===== config.mk =====
export PLATFORM = sky130hd
export DESIGN_NAME = reaction_core
export DESIGN_NICKNAME = d
export VERILOG_FILES = /design/src/rtl/reaction_pkg.sv /design/src/rtl/reaction_core_bcd_timer.sv /design/src/rtl/reaction_core.sv
export SDC_FILE = /design/constraint.sdc
export NUM_CORES = 1
export LEC_CHECK = 0
export CAP_MARGIN = 25
export CORE_MARGIN = 2
export CORE_UTILIZATION = 40
export DETAILED_ROUTE_END_ITERATION = 10
export GPL_TIMING_DRIVEN = 0
export PLACE_DENSITY = 0.64
export SLEW_MARGIN = 10
export SYNTH_ARGS = -nofsm -noshare
export SYNTH_HDL_FRONTEND = slang
export SYNTH_SLANG_ARGS = --single-unit

===== constraint.sdc =====
create_clock -name i_clk -period 4.4 [get_ports i_clk]
set_input_delay 0.44 -clock i_clk [delete_from_list [all_inputs] [get_ports i_clk]]
set_output_delay 0.44 -clock i_clk [all_outputs]
set_load 0.1 [all_outputs]

===== src/rtl/reaction_pkg.sv =====
// Shared types and constants for the reaction-time game engine.
package reaction_pkg;

  // The state codes are driven straight out as the layout status code.
  typedef enum logic [2:0] {
    ST_IDLE  = 3'b000,
    ST_READY = 3'b001,
    ST_LIT   = 3'b010,
    ST_MISS  = 3'b011,
    ST_HIT   = 3'b110
  } state_e;

  localparam logic [23:0] BCD_MAX   = 24'h999999;
  localparam logic [15:0] LFSR_TAPS = 16'hB400;  // x^16+x^14+x^13+x^11

  function automatic logic [15:0] lfsr_step(input logic [15:0] s);
    return {1'b0, s[15:1]} ^ (s[0] ? LFSR_TAPS : 16'h0000);
  endfunction

endpackage


===== src/rtl/reaction_core_bcd_timer.sv =====
// Six-digit packed-BCD up counter with synchronous clear; saturates at 999999.
module bcd_timer
  import reaction_pkg::*;
(
  input  logic        clk,
  input  logic        rst,
  input  logic        clear,
  input  logic        tick,
  output logic [23:0] value,
  output logic        at_max
);

  logic [23:0] cnt_q, cnt_d;
  logic        carry;

  assign value  = cnt_q;
  assign at_max = (cnt_q == BCD_MAX);

  // Ripple the increment upward; a digit at 9 wraps and passes the carry on.
  always_comb begin
    cnt_d = cnt_q;
    carry = tick & ~at_max;
    if (clear) begin
      cnt_d = '0;
      carry = 1'b0;
    end
    for (int i = 0; i < 6; i++) begin
      if (carry) begin
        if (cnt_q[i*4 +: 4] == 4'd9) begin
          cnt_d[i*4 +: 4] = 4'd0;
        end else begin
          cnt_d[i*4 +: 4] = cnt_q[i*4 +: 4] + 4'd1;
          carry           = 1'b0;
        end
      end
    end
  end

  always_ff @(posedge clk or posedge rst) begin
    if (rst) cnt_q <= '0;
    else     cnt_q <= cnt_d;
  end

endmodule


===== src/rtl/reaction_core.sv =====
// Reaction-time game engine: random hold-off, BCD reaction timer, last/best results.
module reaction_core
  import reaction_pkg::*;
#(
  parameter int          CLK_HZ       = 25_000_000,
  parameter int          MIN_DELAY_MS = 1000,
  parameter int          RAND_BITS    = 10,
  parameter logic [15:0] LFSR_SEED    = 16'hACE1
) (
  input  logic        i_clk,
  input  logic        i_rst,
  input  logic        i_btn,
  input  logic        i_bcdmux,
  output logic [2:0]  o_dst,
  output logic [23:0] o_bcd,
  output logic        o_lit,
  output logic        o_miss,
  output logic        o_init
);

  localparam int US_DIV = CLK_HZ / 1_000_000;
  localparam int USW    = (US_DIV > 1) ? $clog2(US_DIV) : 1;

  state_e         state_q, state_d;
  logic           btn_q;
  logic [15:0]    lfsr_q, lfsr_d;
  logic [USW-1:0] us_cnt_q, us_cnt_d;
  logic [9:0]     ms_cnt_q, ms_cnt_d;
  logic [15:0]    delay_q, delay_d;
  logic [23:0]    last_q, last_d, best_q, best_d;
  logic           init_q, init_d;
  logic [23:0]    timer;
  logic           timer_max, timer_clear, timer_tick;
  logic           press, us_tick, ms_tick, trans;

  assign press   = i_btn & ~btn_q;
  assign us_tick = (us_cnt_q == USW'(US_DIV - 1));
  assign ms_tick = us_tick && (ms_cnt_q == 10'd999);
  assign trans   = (state_d != state_q);

  always_ff @(posedge i_clk or posedge i_rst) begin
    if (i_rst) state_q <= ST_IDLE;
    else       state_q <= state_d;
  end

  // A press always wins over a simultaneous expiry or timeout tick.
  always_comb begin
    state_d = state_q;
    case (state_q)
      ST_IDLE, ST_MISS, ST_HIT: if (press) state_d = ST_READY;
      ST_READY: begin
        if (press)                             state_d = ST_MISS;
        else if (ms_tick && delay_q <= 16'd1)  state_d = ST_LIT;
      end
      ST_LIT: begin
        if (press)                       state_d = ST_HIT;
        else if (us_tick && timer_max)   state_d = ST_MISS;
      end
      default: state_d = ST_IDLE;
    endcase
  end

  always_comb begin
    o_dst  = state_q;
    o_lit  = (state_q == ST_LIT);
    o_miss = (state_q == ST_MISS);
    o_init = init_q;
    o_bcd  = i_bcdmux ? best_q : last_q;
  end

  assign timer_clear = (state_q == ST_READY) && (state_d == ST_LIT);
  assign timer_tick  = us_tick && (state_q == ST_LIT) && !press;

  bcd_timer u_timer (
    .clk    (i_clk),
    .rst    (i_rst),
    .clear  (timer_clear),
    .tick   (timer_tick),
    .value  (timer),
    .at_max (timer_max)
  );

  always_comb begin
    lfsr_d   = lfsr_step(lfsr_q);
    us_cnt_d = (trans || us_tick) ? '0 : us_cnt_q + 1'b1;
    ms_cnt_d = ms_cnt_q;
    if (trans)        ms_cnt_d = '0;
    else if (us_tick) ms_cnt_d = (ms_cnt_q == 10'd999) ? 10'd0 : ms_cnt_q + 10'd1;

    delay_d = delay_q;
    if (state_d == ST_READY && state_q != ST_READY)
      delay_d = 16'(MIN_DELAY_MS) + 16'(lfsr_q[RAND_BITS-1:0]);
    else if (state_q == ST_READY && ms_tick && delay_q != 16'd0)
      delay_d = delay_q - 16'd1;

    // Results latch the registered timer value; MISS leaves them alone.
    last_d = last_q;
    best_d = best_q;
    init_d = init_q;
    if (state_q == ST_LIT && press) begin
      last_d = timer;
      if (init_q || timer < best_q) best_d = timer;
      init_d = 1'b0;
    end
  end

  always_ff @(posedge i_clk or posedge i_rst) begin
    if (i_rst) begin
      btn_q    <= 1'b0;
      lfsr_q   <= LFSR_SEED;
      us_cnt_q <= '0;
      ms_cnt_q <= '0;
      delay_q  <= '0;
      last_q   <= '0;
      best_q   <= '0;
      init_q   <= 1'b1;
    end else begin
      btn_q    <= i_btn;
      lfsr_q   <= lfsr_d;
      us_cnt_q <= us_cnt_d;
      ms_cnt_q <= ms_cnt_d;
      delay_q  <= delay_d;
      last_q   <= last_d;
      best_q   <= best_d;
      init_q   <= init_d;
    end
  end

endmodule


==> flow_summary.yaml <==
global_route:
  grt.total_usage_pct: 17.22
  grt_max_degree: 69
  grt_pass1_wl_um: 24050
  grt_pass1_vias: 4825
  antenna_found_initial: 0
  gr-total-overflow: 0
final_layout:
  diodes: 0
  nets: 724
  drive_gt1_share_pct: 18.76
  fin_area_mm2: 0.007855
  areaGrowthSynthToFinish_pct: 18.32
  final_util_pct: 47.88
critical_path:
  crit_type: "in2out"
  cp_max_fo: 10
  reg2regPathDepth: 9
  start_kind: "input port"
  reg2reg_from: "us_cnt_q[0]"
  cp.arrival_ns: 2.86
  reg2reg_slack_ns: 1.49
  worstSetupEndpointType: "primary output"
  cp.required_ns: 3.96
  reg2reg_to: "u_timer.value[6]"
clocking:
  hold_buffers: 0
  path_clk_slew_ns: 0.05
  cts_setup_buffers: 0
  clock_latency_ns: 0.42
  cts_resized: 0
  htreeDepth: 4
  cts_root_buf: "clkbuf_16"
  clockBufferDepth: 2
  cts_tree: "done"
  cts_sinks: 124
  cts_made_buffers: 17
routing:
  dr.pass1.iters: 4
  drt_iter0_markers: 296
  vias_per_cell: 5.179
  drc: 0
  wire_per_inst_um: 15.21
  postRouteAntennaNets: 0
  wirelength_um: 13890
  vias: 4728
pwr:
  power_w: 0.003890
  leakagePower_nw: 3.443
  power.density_mw_per_mm2: 495.2
  peakVddDrop_mv: 0.4520
placed_design:
  post-dp-hpwl_um: 9763
  postPlaceCellArea_mm2: 0.007267
  place_congestion: 0.8377
  io_buffers: 32
  pre_cts_slack_ns: 1.085
timing:
  fin_crit_sh_pct: 75.03
  maxSlewViolCount: 0
  rsz0062_at_grt: "false"
  fmax_mhz: 302.9
  slew_headroom_pct: 34.31
  finalSetupViolations: 0
  finalHoldViolCount: 0
  setup_ws_ns: 1.099
  fin_crit_ns: 3.301
  tns_ns: 0
  skew_ns: 0.009057
  tightestPinTransition_ns: 0.9823
flow_run:
  maxCapViolCount: 0
die:
  coreArea_mm2: 0.01641
  die_y_um: 132.8
  top_level_ports: 34
  initial_utilization_pct: 40.46
  rows: 47
  dieArea_mm2: 0.01764
  fp.dieW_um: 132.8
worst_hold_path:
  hold_start: "lfsr_q[12]"
  min_to: "lfsr_q[11]"
  hp-class: "reg2reg"
  holdPathStages: 0
logic_synthesis:
  syn_nets: 672
  yosys.area.top_type: "dfrtp_1"
  synthFlopType: "dfrtp_1"
  ys_warn_count: 0
  synthCells: 628
  ys_ff_latch: 124
  netlist_top_cells_area: "dfrtp_1 43%, mux2_2 10%, ha_1 7.5%"
  netlist.area_leader.share_pct: 43.35
  ys_seq_area_share_pct: 46.91
  syn-cell-area_mm2: 0.006639
  synthArstFlopShare_pct: 100.0
  synth_edf_count: 0
  yosysUniqueCellTypes: 63
  avgSynthCellArea_um2: 10.57
status:
  outcome: "complete, no violations"
worst max-delay path by stage:
stage | start | end | slack, ns | depth (start not counted)
floorplan | i_rst | best_q[0] | 0.68 | 1
global placement | i_rst | best_q[14] | -1.07 | 2
detailed placement | i_bcdmux | o_bcd[5] | 1.08 | 4
CTS | i_bcdmux | o_bcd[19] | 1.08 | 4
global route | i_bcdmux | o_bcd[19] | 1.03 | 4
finish | i_bcdmux | o_bcd[17] | 1.10 | 4
state kept, by name, indices dropped and copies added (netlist names):
| name | cells |
|---|---|
| best_q | 24 |
| last_q | 24 |
| u_timer.value | 24 |
| delay_q | 16 |
| lfsr_q | 16 |
| ms_cnt_q | 10 |
| us_cnt_q | 5 |
| o_dst | 3 |
| btn_q | 1 |
| o_init | 1 |
metal layers:
layer	global-route usage (%)	vias up	routed length [um]
met2	27.63	63	6753
met1	22.34	2335	6496
li1	-	2315	-
met4	6.571	0	202
met5	0	-	0
met3	4.598	15	433
cell type report:
class / instances / area [um^2]
plain buffers: 20 / 95.09
fillers: 1478 / 8552
clock buffers: 23 / 467.9
multi-input cells: 441 / 3268
clock inverters: 9 / 120.1
flip-flops and latches: 124 / 3114
inverters: 43 / 166.4
repair buffers: 33 / 347.8
well taps: 220 / 275.3
cells in the final DEF (no fill, tap or decap), types with 6 or more instances in the layout:
cell type / n
a21oi_1: 34
buf_2: 7
clkbuf_1: 15
clkbuf_16: 17
clkdlybuf4s50_1: 32
clkinv_2: 6
dfrtp_1: 115
dfstp_2: 9
ha_1: 40
inv_1: 42
mux2_2: 61
mux2i_1: 10
nand2_1: 41
nand3_1: 18
nand4_1: 10
nor2_1: 53
nor2b_1: 7
nor3_1: 12
nor4_1: 6
o21ai_0: 28
or3_1: 14
xnor2_1: 14
xor2_1: 22
report_power, final:
part	leakage [nW]	switching, W	total [W]	internal, W
registers	1.63	0.0000877	0.00135	0.00126
logic	1.52	0.000807	0.00114	0.000338
clock network	0.294	0.000485	0.00140	0.000914
per-stage QoR:
step / hold slack (ns) / std cells
3_3_place_gp: 0.3469 / 880
3_5_place_dp: 0.3379 / 881
4_1_cts: 0.3579 / 913
5_1_grt: 0.3774 / 913
2_1_floorplan: 0.3330 / 628
6_report: 0.3538 / 913
cell families (layout without fill, tap and decap cells):
group | after synthesis | count (layout) | synth area share, %
AND/OR/NAND/NOR | 203 | 203 | 16.60
multiplexers | 71 | 71 | 11.85
buffers and inverters | 63 | 128 | 3.863
flip-flops | 124 | 124 | 46.91
XOR/XNOR | 36 | 36 | 4.749
AO/OA/AOI/OAI | 91 | 91 | 8.481
adder cells (fa/ha/maj) | 40 | 40 | 7.539
worst max-delay path: stages:
cell and delay (ns):
clkbuf_1 0.44, clkbuf_1 0.55, mux2_2 0.29, clkdlybuf4s50_1 1.13
synth_stat cells (3+ instances only):
library cell,count
o21ai_0,28
or2_2,5
dfstp_2,9
nand4b_1,4
xor2_1,22
nand2_1,41
nand3b_1,5
dfrtp_1,115
or4_1,3
nand4_1,10
a21oi_1,34
and3b_1,3
nand3_1,18
nor4_1,6
nor2_1,53
nor3_1,12
buf_2,7
a211oi_1,4
xnor2_1,14
nor3b_1,3
nor2b_1,7
clkbuf_1,11
o211ai_1,3
and2_1,3
inv_1,43
ha_1,40
mux2i_1,10
or3_1,14
mux2_2,61
(Power assumes the default switching activity.)
